$ cat src/rtl/uart_peek_controller.sv
// UART debug peek sequencer: collects a 5-byte command (address LSB-first,
// then core ID), issues one 32-bit read to the fabric, waits for data or a
// timeout, then streams back a 5-byte status/data frame.
module uart_peek_controller #(
  parameter int unsigned CORE_COUNT   = 4,
  parameter int unsigned BYTE_TIMEOUT = 100000,
  parameter int unsigned RESP_TIMEOUT = 4096
) (
  input  logic        clk,
  input  logic        rst,
  input  logic [7:0]  rx_data,
  input  logic        rx_valid,
  output logic [7:0]  tx_data,
  output logic        tx_valid,
  input  logic        tx_ready,
  output logic        req_valid,
  input  logic        req_ready,
  output logic [7:0]  req_id,
  output logic [31:0] req_addr,
  input  logic        resp_valid,
  input  logic [31:0] resp_data,
  output logic        busy
);

  localparam int unsigned TMR_W = 32;
  localparam logic [TMR_W-1:0] BYTE_LAST = TMR_W'(BYTE_TIMEOUT - 1);
  localparam logic [TMR_W-1:0] RESP_LAST = TMR_W'(RESP_TIMEOUT - 1);
  localparam logic [7:0] ST_OK      = 8'h00;
  localparam logic [7:0] ST_BAD_ID  = 8'h01;
  localparam logic [7:0] ST_TIMEOUT = 8'h02;
  localparam logic [2:0] LAST_BYTE  = 3'd4;

  typedef enum logic [1:0] {
    S_COLLECT = 2'd0,
    S_ISSUE   = 2'd1,
    S_WAIT    = 2'd2,
    S_SEND    = 2'd3
  } state_t;

  state_t            state_q,     state_d;
  logic [2:0]        cnt_q,       cnt_d;
  logic [31:0]       addr_q,      addr_d;
  logic [TMR_W-1:0]  idle_q,      idle_d;
  logic [TMR_W-1:0]  rtmr_q,      rtmr_d;
  logic [7:0]        status_q,    status_d;
  logic [31:0]       data_q,      data_d;
  logic [2:0]        idx_q,       idx_d;
  logic              tx_valid_q,  tx_valid_d;
  logic [7:0]        tx_data_q,   tx_data_d;
  logic              req_valid_q, req_valid_d;
  logic [7:0]        req_id_q,    req_id_d;
  logic [31:0]       req_addr_q,  req_addr_d;
  logic              busy_q;

  // Response frame byte: status first, then data LSB-first.
  function automatic logic [7:0] frame_byte(input logic [2:0]  idx,
                                            input logic [7:0]  st,
                                            input logic [31:0] d);
    case (idx)
      3'd0:    frame_byte = st;
      3'd1:    frame_byte = d[7:0];
      3'd2:    frame_byte = d[15:8];
      3'd3:    frame_byte = d[23:16];
      3'd4:    frame_byte = d[31:24];
      default: frame_byte = 8'h00;
    endcase
  endfunction

  // Next-state and registered-output logic.
  always_comb begin
    state_d     = state_q;
    cnt_d       = cnt_q;
    addr_d      = addr_q;
    idle_d      = idle_q;
    rtmr_d      = rtmr_q;
    status_d    = status_q;
    data_d      = data_q;
    idx_d       = idx_q;
    tx_valid_d  = tx_valid_q;
    tx_data_d   = tx_data_q;
    req_valid_d = req_valid_q;
    req_id_d    = req_id_q;
    req_addr_d  = req_addr_q;

    case (state_q)
      S_COLLECT: begin
        if (rx_valid) begin
          idle_d = '0;
          if (cnt_q == LAST_BYTE) begin
            cnt_d = '0;
            idx_d = '0;
            if (TMR_W'(rx_data) < CORE_COUNT) begin
              req_id_d   = rx_data;
              req_addr_d = addr_q;
              state_d    = S_ISSUE;
            end else begin
              status_d = ST_BAD_ID;
              data_d   = '0;
              state_d  = S_SEND;
            end
          end else begin
            addr_d[{cnt_q[1:0], 3'b000} +: 8] = rx_data;
            cnt_d = cnt_q + 3'd1;
          end
        end else if (cnt_q != '0) begin
          // A stalled partial command is dropped so the host can resync.
          if (idle_q >= BYTE_LAST) begin
            cnt_d  = '0;
            idle_d = '0;
          end else begin
            idle_d = idle_q + TMR_W'(1);
          end
        end
      end

      S_ISSUE: begin
        req_valid_d = 1'b1;
        if (req_valid_q && req_ready) begin
          req_valid_d = 1'b0;
          rtmr_d      = '0;
          state_d     = S_WAIT;
        end
      end

      S_WAIT: begin
        // A response on the expiry cycle takes priority over the timeout.
        if (resp_valid) begin
          status_d = ST_OK;
          data_d   = resp_data;
          state_d  = S_SEND;
        end else if (rtmr_q >= RESP_LAST) begin
          status_d = ST_TIMEOUT;
          data_d   = '0;
          state_d  = S_SEND;
        end else begin
          rtmr_d = rtmr_q + TMR_W'(1);
        end
      end

      S_SEND: begin
        if (!tx_valid_q) begin
          tx_valid_d = 1'b1;
          tx_data_d  = frame_byte(idx_q, status_q, data_q);
        end else if (tx_ready) begin
          if (idx_q == LAST_BYTE) begin
            tx_valid_d = 1'b0;
            cnt_d      = '0;
            state_d    = S_COLLECT;
          end else begin
            idx_d     = idx_q + 3'd1;
            tx_data_d = frame_byte(idx_q + 3'd1, status_q, data_q);
          end
        end
      end

      default: state_d = S_COLLECT;
    endcase
  end

  // State and output registers.
  always_ff @(posedge clk or posedge rst) begin
    if (rst) begin
      state_q     <= S_COLLECT;
      cnt_q       <= '0;
      addr_q      <= '0;
      idle_q      <= '0;
      rtmr_q      <= '0;
      status_q    <= '0;
      data_q      <= '0;
      idx_q       <= '0;
      tx_valid_q  <= 1'b0;
      tx_data_q   <= '0;
      req_valid_q <= 1'b0;
      req_id_q    <= '0;
      req_addr_q  <= '0;
      busy_q      <= 1'b0;
    end else begin
      state_q     <= state_d;
      cnt_q       <= cnt_d;
      addr_q      <= addr_d;
      idle_q      <= idle_d;
      rtmr_q      <= rtmr_d;
      status_q    <= status_d;
      data_q      <= data_d;
      idx_q       <= idx_d;
      tx_valid_q  <= tx_valid_d;
      tx_data_q   <= tx_data_d;
      req_valid_q <= req_valid_d;
      req_id_q    <= req_id_d;
      req_addr_q  <= req_addr_d;
      busy_q      <= (state_d != S_COLLECT);
    end
  end

  assign tx_data   = tx_data_q;
  assign tx_valid  = tx_valid_q;
  assign req_valid = req_valid_q;
  assign req_id    = req_id_q;
  assign req_addr  = req_addr_q;
  assign busy      = busy_q;

endmodule

$ cat config.mk
export PLATFORM = sky130hd
export DESIGN_NAME = uart_peek_controller
export DESIGN_NICKNAME = d
export VERILOG_FILES = /design/src/rtl/uart_peek_controller.sv
export SDC_FILE = /design/constraint.sdc
export NUM_CORES = 1
export LEC_CHECK = 0
export CAP_MARGIN = 30
export CORE_MARGIN = 3
export CORE_UTILIZATION = 60
export CTS_CLUSTER_DIAMETER = 30
export DETAILED_ROUTE_END_ITERATION = 10
export PLACE_DENSITY = 0.95
export SYNTH_ARGS = -nofsm -noshare
export SYNTH_HDL_FRONTEND = slang
export SYNTH_SLANG_ARGS = --single-unit
$ cat constraint.sdc
create_clock -name clk -period 16.3 [get_ports clk]
set_input_delay 4.075 -clock clk [delete_from_list [all_inputs] [get_ports clk]]
set_output_delay 4.075 -clock clk [all_outputs]
set_load 0.005 [all_outputs]
After elaboration in Yosys (flattened, before gate mapping)

Index checks and enable logic that the tools add are counted.

Shift-type cells: 2
Add/sub/neg operators: 5
Muxes and demuxes: 53
Bitwise operators: 1
Equal/unequal tests: 27
Magnitude comparators: 3
Reductions and logical operators: 18

Operators by type and width:

| kind                                                                                   | count |
|---|---|
| 32-bit two-way mux                                                                     | 11 |
| 32-bit one-hot mux with 2 select lines                                                 | 2 |
| 8-bit one-hot mux with 5 select lines                                                  | 2 |
| 32-bit by 1-bit adder with 32-bit output (second input constant)                       | 2 |
| 8-bit two-way mux                                                                      | 8 |
| 3-bit two-way mux                                                                      | 12 |
| 32-bit bitwise mux                                                                     | 1 |
| 32-bit by 12-bit greater-or-equal comparator with 1-bit output (second input constant) | 1 |
| 32-bit by 17-bit greater-or-equal comparator with 1-bit output (second input constant) | 1 |
| 8-bit by 7-bit variable shift with 32-bit output (first input constant)                | 1 |
| 8-bit by 7-bit indexed part select with 32-bit output                                  | 1 |
| 2-bit != test (second input constant)                                                  | 12 |
| 2-bit two-way mux                                                                      | 9 |
| 8-bit one-hot mux with 2 select lines                                                  | 1 |
| 3-bit by 2-bit == test with 1-bit output (second input constant)                       | 4 |
| 3-bit one-hot mux with 2 select lines                                                  | 2 |
| 6-bit AND reduction                                                                    | 2 |
| 2-bit nonzero test                                                                     | 5 |
| 3-bit == test (second input constant)                                                  | 3 |
| 3-bit != test (second input constant)                                                  | 3 |
| 8-bit by 3-bit < comparator with 1-bit output (second input constant)                  | 1 |
| 2-bit one-hot mux with 4 select lines                                                  | 1 |
| 4-bit AND reduction                                                                    | 2 |
| 5-bit negator with 7-bit output                                                        | 1 |
| 13 further kinds                                                                       | 21 |

Output and inout bits: 51
Flip-flop bits (word level): 195
Logic and storage cells: 123

Longest topological paths before layout

Word-level depth: 6
Depth in mapped cells: 11
Mapped depth without buffers: 7

Least setup slack after synthesis

OpenSTA, ideal clock, no wires.

Path type: input to register
Start: input rx_data[7]
End: register req_addr_q[10], in the netlist req_addr[10]
Arrival time: 5.665 ns
Stages on the path: 5
Setup slack: 10.510 ns
Cells stage by stage: or4_1 or4_1 buf_6 buf_12 mux2_4

Word-level cells in the longest chain between the ends: 2

Ends and longest elaborated chain:

| what                                          | RTL line | text |
|---|---|---|
| from (decl)                                   | 11       | `input logic [7:0] rx_data,` |
| 8-bit by 3-bit < comparator with 1-bit output | 92       | `if (TMR_W'(rx_data) < CORE_COUNT) begin` |
| 4-bit AND reduction (no line)                 | --       |  |
| to (signal assigned)                          | 190      | `req_addr_q <= req_addr_d;` |
| to (decl)                                     | 52       | `logic [31:0] req_addr_q, req_addr_d;` |

No other way between the ends.
A chain may end at the register's enable or synchronous reset.

Worst setup path after layout

Start: input rx_data[5]
End: register req_addr_q[16], in the netlist req_addr[16]

Same word-level chain as after synthesis.

==> results.json <==
{
  "cp_max_fo": 29,
  "startpoint_type": "input port",
  "synth_nets": 848,
  "die_w_um": 125,
  "synth.distinct_cells": 50,
  "port_buffers": 96,
  "grt_pass1_wl_um": 36000,
  "first_pass_iters": 7,
  "cts_buffers": 17,
  "tns_ps": 0,
  "cp.required_ps": 16630,
  "fin_crit_sh": 0.393,
  "final_antenna_net_count": 0,
  "synthArstFlopShare": 1.00,
  "startpoint": "rx_data[5]",
  "path_class": "input port to register",
  "antenna_found_initial": 0,
  "rows": 42,
  "place_ws_ps": 9460,
  "endpoint_kind": "register",
  "irDropWorstVdd_mv": 0.107,
  "layout.nets": 931,
  "postCtsHoldBufs": 0,
  "reg2reg_depth": 5,
  "hold_class": "register to register",
  "synth_edf_count": 0,
  "cts-root-buf": "clkbuf_16",
  "initial_core_util": 0.630,
  "ys_seq_area_frac": 0.554,
  "cts_sinks": 189,
  "final_cell_mix": "dfrtp_1, nand2_1, clkdlybuf4s50_1",
  "hold_viol_final": 0,
  "drive_above_1_share": 0.0953,
  "area_growth_pct": 19.8,
  "insertedDiodeCount": 0,
  "grt_pass1_vias": 6828,
  "maxCapViolCount": 0,
  "grt-ovfl-total": 0,
  "cts_buffer_depth": 2,
  "core-area_um2": 13600,
  "first_iter_violations": 1161,
  "cts_tree": "built",
  "synth.avg_cell_area_um2": 10.9,
  "finalClockSkew_ps": 11.6,
  "viasPerCell": 6.55,
  "fin_ws_ps": 9900,
  "crit_end": "req_addr[16]$_DFFE_PP0P_",
  "worst_pin_slew_ps": 986,
  "setup_viol": 0,
  "cts-resized-gates": 0,
  "fin_crit_ps": 6400,
  "grt_usage": 0.286,
  "max_freq_mhz": 156,
  "ys_warn_count": 0,
  "path_clk_slew_ps": 70,
  "slew_headroom": 0.342,
  "routed_wl_um": 22000,
  "layout_commonest_cell": "dfrtp_1",
  "dp_hpwl_um": 13900,
  "p_leak_nw": 4.66,
  "place.gp.congestion": 0.860,
  "reg2reg_to": "req_addr[16]$_DFFE_PP0P_",
  "synth_area_um2": 8540,
  "synth_cells": 785,
  "route.detailed.drc": 0,
  "reg2reg_slack_ps": 13250,
  "grt_max_degree": 105,
  "postCtsSetupRepairBufs": 0,
  "htreeDepth": 4,
  "pwr_density_cell_nw_per_um2": 138,
  "r2r_start": "state_q[1]$_DFF_PP0_",
  "ys.flop_type": "dfrtp_1",
  "wl_per_cell_um": 20.8,
  "ios": 97,
  "via_count": 6919,
  "ys_seq_elements": 189,
  "insertion_delay_ps": 440,
  "arrival_ps": 6730,
  "rsz0062_at_grt": "no",
  "final_max_slew_viol_count": 0,
  "status": "finished clean",
  "fp.dieH_um": 125,
  "dieArea_um2": 15700
}
==> worst min-delay path by stage <==
stage / startpoint / to / slack, ps / cells after the start
6_report: rtmr_q[31]$_DFFE_PP0P_ / rtmr_q[31]$_DFFE_PP0P_ / 480 / 1
5_1_grt: rtmr_q[25]$_DFFE_PP0P_ / rtmr_q[25]$_DFFE_PP0P_ / 510 / 1
4_1_cts: req_id[7]$_DFFE_PP0P_ / req_id[7]$_DFFE_PP0P_ / 490 / 1
3_5_place_dp: req_id[7]$_DFFE_PP0P_ / req_id[7]$_DFFE_PP0P_ / 470 / 1
3_3_place_gp: addr_q[23]$_DFFE_PP0P_ / addr_q[23]$_DFFE_PP0P_ / 460 / 2
2_1_floorplan: addr_q[0]$_DFFE_PP0P_ / addr_q[0]$_DFFE_PP0P_ / 450 / 2
==> stage by stage <==
step           hold WS (ps)  power (mW)  instances  utilization  area [um^2]
6_report                485        1.42       1057        0.755        10200
5_1_grt                 509        1.48       1057        0.755        10200
4_1_cts                 488        1.40       1055        0.754        10200
3_5_place_dp            470       0.963       1023        0.710         9620
3_3_place_gp            460       0.929       1019        0.703         9540
2_1_floorplan           450       0.834        785            -         8540
==> Yosys cell counts (6+ instances only) <==
master,number,area share
dfrtp_1,189,0.55
nand2_1,104,0.046
nor2_1,56,0.025
o21ai_0,54,0.032
mux2_4,34,0.060
a22o_1,33,0.034
a21oi_1,31,0.018
clkbuf_1,31,0.014
and2_1,29,0.021
a22oi_1,19,0.017
inv_1,18,0.0079
ha_1,17,0.025
nand4_1,15,0.011
nand3_1,14,0.0082
nor4_1,14,0.010
xnor2_1,14,0.014
nor3_1,11,0.0064
a31oi_1,9,0.0066
o31ai_1,9,0.0079
a222oi_1,8,0.0094
and3_1,8,0.0059
or4_1,7,0.0062
a32oi_1,6,0.0062
a41oi_1,6,0.0062
==> sequential cells by signal, summed over array words and instances (netlist names) <==
| name | cells |
|---|---|
| req_valid | 1 |
| busy | 1 |
| rtmr_q | 32 |
| tx_valid | 1 |
| idle_q | 32 |
| status_q | 2 |
| req_id | 8 |
| state_q | 2 |
| cnt_q | 3 |
| req_addr | 32 |
| tx_data | 8 |
| data_q | 32 |
| addr_q | 32 |
| idx_q | 3 |
==> power by group <==
part | total, mW | switching (mW) | internal (mW) | leakage (nW)
clock | 0.427 | 0.186 | 0.241 | 0.286
sequential | 0.635 | 0.0896 | 0.545 | 2.55
combinational | 0.354 | 0.202 | 0.152 | 1.82
==> layer usage <==
metal / vias up / global-route usage / wire length (um)
met5: - / 0 / 0
met2: 443 / 0.452 / 10700
met3: 102 / 0.0550 / 1760
met1: 3366 / 0.386 / 8560
met4: 0 / 0.135 / 940
li1: 3008 / - / -
==> kinds of logic after synthesis <==
family                     after synthesis  share of synthesized area
muxes                                   39                     0.0659
adders and majority gates               17                     0.0249
DFF                                    189                      0.554
and+or+nand+nor                        279                      0.158
AOI/OAI and AO/OA                      188                      0.149
xor gates and xnor gates                14                     0.0144
buffers and inverters                   59                     0.0340
==> worst max-delay path, stage by stage <==
cell and delay (ps):
clkdlybuf4s50_1 540, or4_1 580, or4_2 910, buf_12 300, mux2_4 320
==> final cells by class <==
cell class                 count  area [um^2]
sequential                   189         4730
multi-input combinational    537         3530
fill                         771         3330
timing repair buffer         105         1080
clock buffer                  18          429
tap                          176          220
clock inverter                14          168
inverter                      18         72.6
No activity file was read; power rests on OpenSTA's default activity.
